[config.mk]
export PLATFORM = sky130hd
export DESIGN_NAME = max2831_spi_writer
export DESIGN_NICKNAME = d
export VERILOG_FILES = /design/src/rtl/max2831_spi_writer.sv
export SDC_FILE = /design/constraint.sdc
export NUM_CORES = 1
export LEC_CHECK = 0
export CORE_MARGIN = 4
export CORE_UTILIZATION = 50
export CTS_CLUSTER_SIZE = 12
export DETAILED_ROUTE_END_ITERATION = 10
export PLACE_DENSITY = 0.79
export SYNTH_ARGS = -nofsm -noshare
export SYNTH_HDL_FRONTEND = slang
export SYNTH_SLANG_ARGS = --single-unit
[constraint.sdc]
create_clock -name HCLK -period 2.7 [get_ports HCLK]
set_input_delay 0.54 -clock HCLK [delete_from_list [all_inputs] [get_ports HCLK]]
set_output_delay 0.54 -clock HCLK [all_outputs]
set_load 0.02 [all_outputs]
[src/rtl/max2831_spi_writer.sv]
// Purpose: arbitrates AFC and host register writes and serializes one 18-bit word to the MAX2831 3-wire SPI.
// Latency: request accepted at edge T, grant/SHIFT from T+1, ready again at T+1+37*CLK_DIV.
// Backpressure: level requests held until granted; max2831_ready=0 blocks acceptance. Macro MAX2831_HOST_PORT_EN enables the host port.
module max2831_spi_writer #(
  parameter int CLK_DIV = 2
) (
  input  logic        HCLK,
  input  logic        HRESET,
  input  logic        afc_req,
  input  logic [13:0] afc_data,
  input  logic        afc_msb_lsb,
  output logic        afc_grant,
  input  logic        host_req,
  input  logic [17:0] host_word,
  output logic        host_grant,
  output logic        max2831_ready,
  output logic        spi_cs_n,
  output logic        spi_sclk,
  output logic        spi_din
);

  typedef enum logic [1:0] {IDLE, SHIFT, GUARD} state_t;

  // Last divider count of a half-period (low phase, high phase, or guard).
  localparam logic [7:0] DIV_LAST = 8'(CLK_DIV - 1);

  state_t      state_q, state_d;
  logic [17:0] sh_q, sh_d;
  logic [4:0]  bit_q, bit_d;
  logic [7:0]  div_q, div_d;
  logic        cs_n_q, cs_n_d;
  logic        sclk_q, sclk_d;
  logic        din_q, din_d;
  logic        afc_g_q, afc_g_d;
  logic        host_g_q, host_g_d;
  logic        rdy_q, rdy_d;

  logic        host_ok;
  logic [17:0] host_w;
  logic [17:0] afc_word;
  logic [17:0] win_word;

`ifdef MAX2831_HOST_PORT_EN
  assign host_ok = host_req;
  assign host_w  = host_word;
`else
  // Host port exists but is never served in this build.
  logic host_unused;
  assign host_ok     = 1'b0;
  assign host_w      = 18'h0;
  assign host_unused = ^{host_req, host_word};
`endif

  // AFC writes target R4 or R3 depending on which half of the AFC value is sent.
  assign afc_word = {afc_data, (afc_msb_lsb ? 4'h4 : 4'h3)};
  // Fixed priority: AFC wins, host stays pending.
  assign win_word = afc_req ? afc_word : host_w;

  // Next-state and next-output logic; every output is registered below.
  always_comb begin
    state_d  = state_q;
    sh_d     = sh_q;
    bit_d    = bit_q;
    div_d    = div_q;
    cs_n_d   = cs_n_q;
    sclk_d   = sclk_q;
    din_d    = din_q;
    afc_g_d  = 1'b0;
    host_g_d = 1'b0;
    rdy_d    = rdy_q;
    case (state_q)
      IDLE: begin
        if (afc_req || host_ok) begin
          state_d  = SHIFT;
          sh_d     = win_word;
          bit_d    = 5'd17;
          div_d    = 8'd0;
          cs_n_d   = 1'b0;
          sclk_d   = 1'b0;
          din_d    = win_word[17];
          afc_g_d  = afc_req;
          host_g_d = ~afc_req;
          rdy_d    = 1'b0;
        end
      end
      SHIFT: begin
        if (div_q == DIV_LAST) begin
          div_d = 8'd0;
          if (!sclk_q) begin
            sclk_d = 1'b1;
          end else if (bit_q == 5'd0) begin
            state_d = GUARD;
            cs_n_d  = 1'b1;
            sclk_d  = 1'b0;
            din_d   = 1'b0;
          end else begin
            // Data moves only at the start of a low phase.
            bit_d  = bit_q - 5'd1;
            sclk_d = 1'b0;
            sh_d   = {sh_q[16:0], 1'b0};
            din_d  = sh_q[16];
          end
        end else begin
          div_d = div_q + 8'd1;
        end
      end
      GUARD: begin
        // CS-high time so the MAX2831 latches the word before the next one.
        if (div_q == DIV_LAST) begin
          state_d = IDLE;
          div_d   = 8'd0;
          bit_d   = 5'd0;
          rdy_d   = 1'b1;
        end else begin
          div_d = div_q + 8'd1;
        end
      end
      default: begin
        state_d = IDLE;
        cs_n_d  = 1'b1;
        sclk_d  = 1'b0;
        din_d   = 1'b0;
        rdy_d   = 1'b1;
      end
    endcase
  end

  // State and output registers with synchronous reset that aborts any transfer.
  always_ff @(posedge HCLK) begin
    if (HRESET) begin
      state_q  <= IDLE;
      sh_q     <= 18'h0;
      bit_q    <= 5'd0;
      div_q    <= 8'd0;
      cs_n_q   <= 1'b1;
      sclk_q   <= 1'b0;
      din_q    <= 1'b0;
      afc_g_q  <= 1'b0;
      host_g_q <= 1'b0;
      rdy_q    <= 1'b1;
    end else begin
      state_q  <= state_d;
      sh_q     <= sh_d;
      bit_q    <= bit_d;
      div_q    <= div_d;
      cs_n_q   <= cs_n_d;
      sclk_q   <= sclk_d;
      din_q    <= din_d;
      afc_g_q  <= afc_g_d;
      host_g_q <= host_g_d;
      rdy_q    <= rdy_d;
    end
  end

  assign afc_grant     = afc_g_q;
  assign host_grant    = host_g_q;
  assign max2831_ready = rdy_q;
  assign spi_cs_n      = cs_n_q;
  assign spi_sclk      = sclk_q;
  assign spi_din       = din_q;

endmodule

== Word level (Yosys, flattened, before mapping) ==
Index checks and enable logic that the tools add are counted.

* Reductions and logical operators: 16
* Bitwise operators: 4
* Mux-type cells: 37
* Eq/ne operators: 9
* $add $sub $neg: 2

{| class="wikitable"
|+ Operators by type and width
! kind !! number
|-
| two-way mux 17 bit || 4
|-
| case mux 17 bit (2 select lines) || 1
|-
| two-way mux 5 bit || 5
|-
| two-way mux 8 bit || 2
|-
| case mux 8 bit (2 select lines) || 1
|-
| case mux 5 bit (3 select lines) || 1
|-
| AND reduction 5 bit || 3
|-
| two-way mux 1 bit || 12
|-
| != test 2 bit, second input constant || 6
|-
| case mux 1 bit (3 select lines) || 4
|-
| two-way mux 2 bit || 5
|-
| adder 8 x 1 -> 8 bit, second input constant || 1
|-
| == test 8 x 1 -> 1 bit, second input constant || 1
|-
| case mux 2 bit (3 select lines) || 1
|-
| AND reduction 3 bit || 2
|-
| AND reduction 6 bit || 1
|-
| logical NOT 5 bit || 1
|-
| subtractor 5 x 1 -> 5 bit, second input constant || 1
|-
| inverter 1 bit || 4
|-
| AND reduction 4 bit || 1
|-
| nonzero test 2 bit || 2
|-
| OR reduction 2 bit || 2
|-
| two-way mux 3 bit || 1
|-
| nonzero test 3 bit || 1
|-
| 5 further kinds || 5
|}

* Logic and storage cells: 78
* Input bits: 37
* Output and inout bits: 6
* Flip-flop bits (word level): 38

== Logic depth before layout (Yosys ltp) ==
* Depth in word-level cells: 5
* Mapped depth: 8
* Depth with buffers taken out: 6

== Least setup slack after synthesis ==
OpenSTA, ideal clock, no wires.

* Kind: register to register
* Start: register div_q[0]
* End: register state_q[0]
* Period minus slack after synthesis: 2.034 ns
* Cell stages (with the launch flop): 6
* Arrival time: 1.914 ns
* Data required time: 2.579 ns
* Library setup time: 0.121 ns
* Buffers on the path: 0
* Setup slack: 0.666 ns
* Path through: dfxtp_1 -> ha_1 -> or4b_4 -> or3_1 -> a21oi_1 -> mux2_2

* Cells in the longest elaborated chain, start to end: 3
* Elaborated cells between the ends (all ways): 4
* Those cells by class: eq/ne: 3; reduce/logical: 1

{| class="wikitable"
|+ RTL lines
! what !! line !! RTL
|-
| start, declared || 30 || <nowiki>logic [7:0] div_q, div_d;</nowiki>
|-
| start signal, assigned || 145 || <nowiki>div_q <= div_d;</nowiki>
|-
| == test 8 x 1 -> 1 bit (*) || 87, 109 ||
|-
| != test 2 bit (no source line) || - ||
|-
| AND reduction 5 bit (no source line) (*) || - ||
|-
| end signal, assigned || 142 || <nowiki>state_q <= state_d;</nowiki>
|-
| end, declared || 27 || <nowiki>state_t state_q, state_d;</nowiki>
|}

Mark *: on every way between the ends. The rest lies on a longest branch, timed or not.
A chain may end at the register's enable or synchronous reset.

== Worst setup path after layout ==
* Start: register state_q[1]
* End: register sh_q[11]

* Cells in the longest elaborated chain, start to end: 3
* Elaborated cells between the ends (all ways): 9
* Those cells by class: eq/ne: 5; mux: 1; reduce/logical: 3

{| class="wikitable"
|+ RTL lines
! what !! line !! RTL
|-
| == test 2 x 1 -> 1 bit / logical NOT 2 bit (equally long branches) || 71 || <nowiki>case (state_q)</nowiki>
|-
| != test 2 bit (no source line) / nonzero test 2 bit (equally long branches) || - ||
|-
| AND reduction 5 bit (no source line) || - ||
|-
| end signal, assigned || 132 || <nowiki>sh_q <= 18'h0;</nowiki>
|-
| end signal, assigned || 143 || <nowiki>sh_q <= sh_d;</nowiki>
|-
| end, declared || 28 || <nowiki>logic [17:0] sh_q, sh_d;</nowiki>
|}

Several ways; a longest one is shown, not always the timed one.

==> results.py <==
metrics = {
    "clock_network": {
        "root_buffer": "clkbuf_8",
        "hold_buffers": 0,
        "clk_path_buf_depth": 2,
        "postCtsResizedCells": 0,
        "htree_levels": 2,
        "post_cts_buffers": 0,
        "clkLatencyLatePin_ns": 0.30,
        "clkSlewWorstSetupHoldPaths_ns": 0.08,
        "cts.sinks": 38,
        "numCtsBuffers": 5,
        "cts_tree": "done",
    },
    "synthesis": {
        "synth.largest_area_cell": "dfxtp_1",
        "synth_edf_count": 0,
        "synthTopCellsByArea": "dfxtp_1 (39%), mux2i_1 (7.3%), a21oi_1 (6.8%), a211oi_1 (5.5%), ha_1 (4.5%)",
        "synth_cell_types": 43,
        "synthMostInstantiatedCell": "dfxtp_1",
        "syn_inst": 216,
        "synthTopCellsByCount": "dfxtp_1 (38), a21oi_1 (26), nor2_1 (15)",
        "ys_seq_elements": 38,
        "synthArstFlopShare_pct": 0,
        "synth_top_area_share_pct": 39.5,
        "avgSynthCellArea_um2": 8.92,
        "synth_ff_type": "dfxtp_1",
        "synth_nets": 260,
        "synth_seq_area_share_pct": 39.5,
        "syn_area_um2": 1930,
        "yosys_warnings": 0,
    },
    "sta": {
        "tightestPinTransition_ns": 1.11,
        "fin_setup_tns_ns": 0,
        "skew_ns": 0.00391,
        "worst_slack_ns": 0.298,
        "timing.final.crit_share_pct": 89.0,
        "max_freq_mhz": 416,
        "period_needed_ns": 2.40,
        "setup_violations": 0,
        "slew_headroom_pct": 25.8,
        "drv_slew": 0,
        "rsz0062_at_grt": "no",
        "hold_viol_final": 0,
    },
    "floorplanning": {
        "start_util_pct": 52.2,
        "core_area_um2": 3690,
        "dieArea_um2": 4910,
        "row_count": 22,
        "chipHeight_um": 70.1,
        "boundaryPins": 43,
        "die_x_um": 70.1,
    },
    "detailed_routing": {
        "num_vias": 1665,
        "final_antenna_net_count": 0,
        "routed_wl_um": 4170,
        "firstDrtPassIters": 4,
        "post_drt_wl_per_cell_um": 14.5,
        "vias_per_cell": 5.78,
        "drc": 0,
        "drt_iter0_drc": 81,
    },
    "final_layout": {
        "layout-drive-gt1-share_pct": 7.50,
        "insertedDiodeCount": 0,
        "final_cells": 288,
        "area_delta_synth_final_pct": 19.2,
        "fin_area_um2": 2300,
        "nets": 283,
    },
    "critical_path": {
        "crit_path_max_fanout": 16,
        "reg2reg_from": "state_q[1]",
        "cp-end-kind": "register",
        "worstPathRequired_ns": 2.91,
        "startpoint": "state_q[1]",
        "r2r_cells": 6,
        "reg2reg_slack_ns": 0.30,
        "start_kind": "register",
        "critical_path.endpoint": "sh_q[11]",
        "r2r_end": "sh_q[11]",
        "worstPathArrival_ns": 2.61,
        "criticalPathCategory": "register to register",
    },
    "global_routing": {
        "grt_max_degree": 30,
        "grt_pass1_vias": 1584,
        "grt.total_usage_pct": 18.0,
        "antenna_found_initial": 0,
        "grt_pass1_wl_um": 7230,
        "gr-total-overflow": 0,
    },
    "placement": {
        "placedInstanceArea_um2": 2200,
        "portBuffers": 23,
        "dp_slack_ns": 0.167,
        "hpwlAfterDp_um": 3020,
        "place.gp.congestion": 0.827,
        "dp_cells": 280,
    },
    "status": {
        "status": "completed",
    },
    "worst_hold_path": {
        "hold_path.class": "register to register",
    },
    "run": {
        "maxCapViolations": 0,
    },
    "power_and_ir_drop": {
        "ir_drop_uv": 510,
        "leakagePower_nw": 0.820,
        "power_density_nw_per_um2": 981,
        "power.total_mw": 2.25,
    },
}
## where the power goes
part           leakage (nW)  total [mW]  internal, mW  switching [mW]
logic                 0.460        1.04         0.441           0.597
registers             0.312       0.799         0.713          0.0865
clock network        0.0472       0.415         0.205           0.210
## kinds of logic after synthesis
logic type	share of synthesized area, %
AO/OA/AOI/OAI	23.1
buffers and inverters	4.16
multiplexers	8.44
XOR/XNOR	2.27
flip-flops	39.5
other	0.195
AND/OR/NAND/NOR	17.8
adder cells (fa/ha/maj)	4.55
## area by class of cell
type,count,area [µm²]
Fill cell,338,1390
Multi-Input combinational cell,158,1090
Sequential cell,38,761
Timing Repair Buffer,27,260
Clock buffer,6,82.6
Tap cell,48,60.1
Inverter,9,33.8
Clock inverter,2,12.5
## placed cells by master, fill, tap and decap left out, drive strengths merged, types with 3 or more instances in the layout
| cell type | n |
|---|---|
| nor4 | 4 |
| dfxtp | 38 |
| nor3 | 4 |
| nor2 | 15 |
| nand3 | 3 |
| a21oi | 26 |
| nand4 | 3 |
| xnor2 | 5 |
| inv | 9 |
| buf | 4 |
| o21ai | 11 |
| nand2 | 8 |
| ha | 7 |
| clkdlybuf4s50 | 23 |
| nor4b | 3 |
| clkbuf | 6 |
| nor2b | 6 |
| mux2i | 14 |
| a211oi | 14 |
| or3 | 4 |
## metal layers
metal  global-route usage (%)  vias to the layer above  routed length, µm  part of all wire, %
li1                         -                      850                  -                    -
met1                     23.3                      777               1990                   48
met2                     28.9                       30               1950                   47
met3                     3.60                        8                163                  3.9
met4                     7.66                        0                 70                  1.7
met5                        0                        -                  0                    0
## how the worst min path moves through the flow
| stage | start | endpoint | slack, ns | depth (start not counted) |
|---|---|---|---|---|
| 2_1_floorplan | sh_q[3] | sh_q[3] | 0.45 | 2 |
| 3_3_place_gp | sh_q[2] | sh_q[3] | 0.46 | 2 |
| 3_5_place_dp | sh_q[1] | sh_q[1] | 0.47 | 2 |
| 4_1_cts | sh_q[1] | sh_q[1] | 0.48 | 2 |
| 5_1_grt | bit_q[4] | bit_q[4] | 0.50 | 2 |
| 6_report | sh_q[1] | sh_q[1] | 0.48 | 2 |
## state kept, by name (all words and copies together), names as in the netlist
name           count
spi_din            1
spi_cs_n           1
bit_q              5
state_q            2
afc_grant          1
spi_sclk           1
host_grant         1
div_q              8
sh_q              17
max2831_ready      1
## worst max-delay path, cell delays in order, from the launching register on
cell	delay [ns]
dfxtp_1	0.37
inv_1	0.09
ha_1	0.33
nor2b_1	0.25
nor2_1	0.86
a21oi_1	0.13
a211oi_1	0.28
## stage by stage
| stage | hold WS [ns] | util (%) |
|---|---|---|
| after detailed placement | 0.468 | 59.7 |
| final | 0.479 | 62.2 |
| after global placement | 0.460 | 59.7 |
| after global routing | 0.504 | 62.2 |
| after floorplan | 0.449 | - |
| after CTS | 0.480 | 62.2 |
Power figures use the tool's default switching activity.
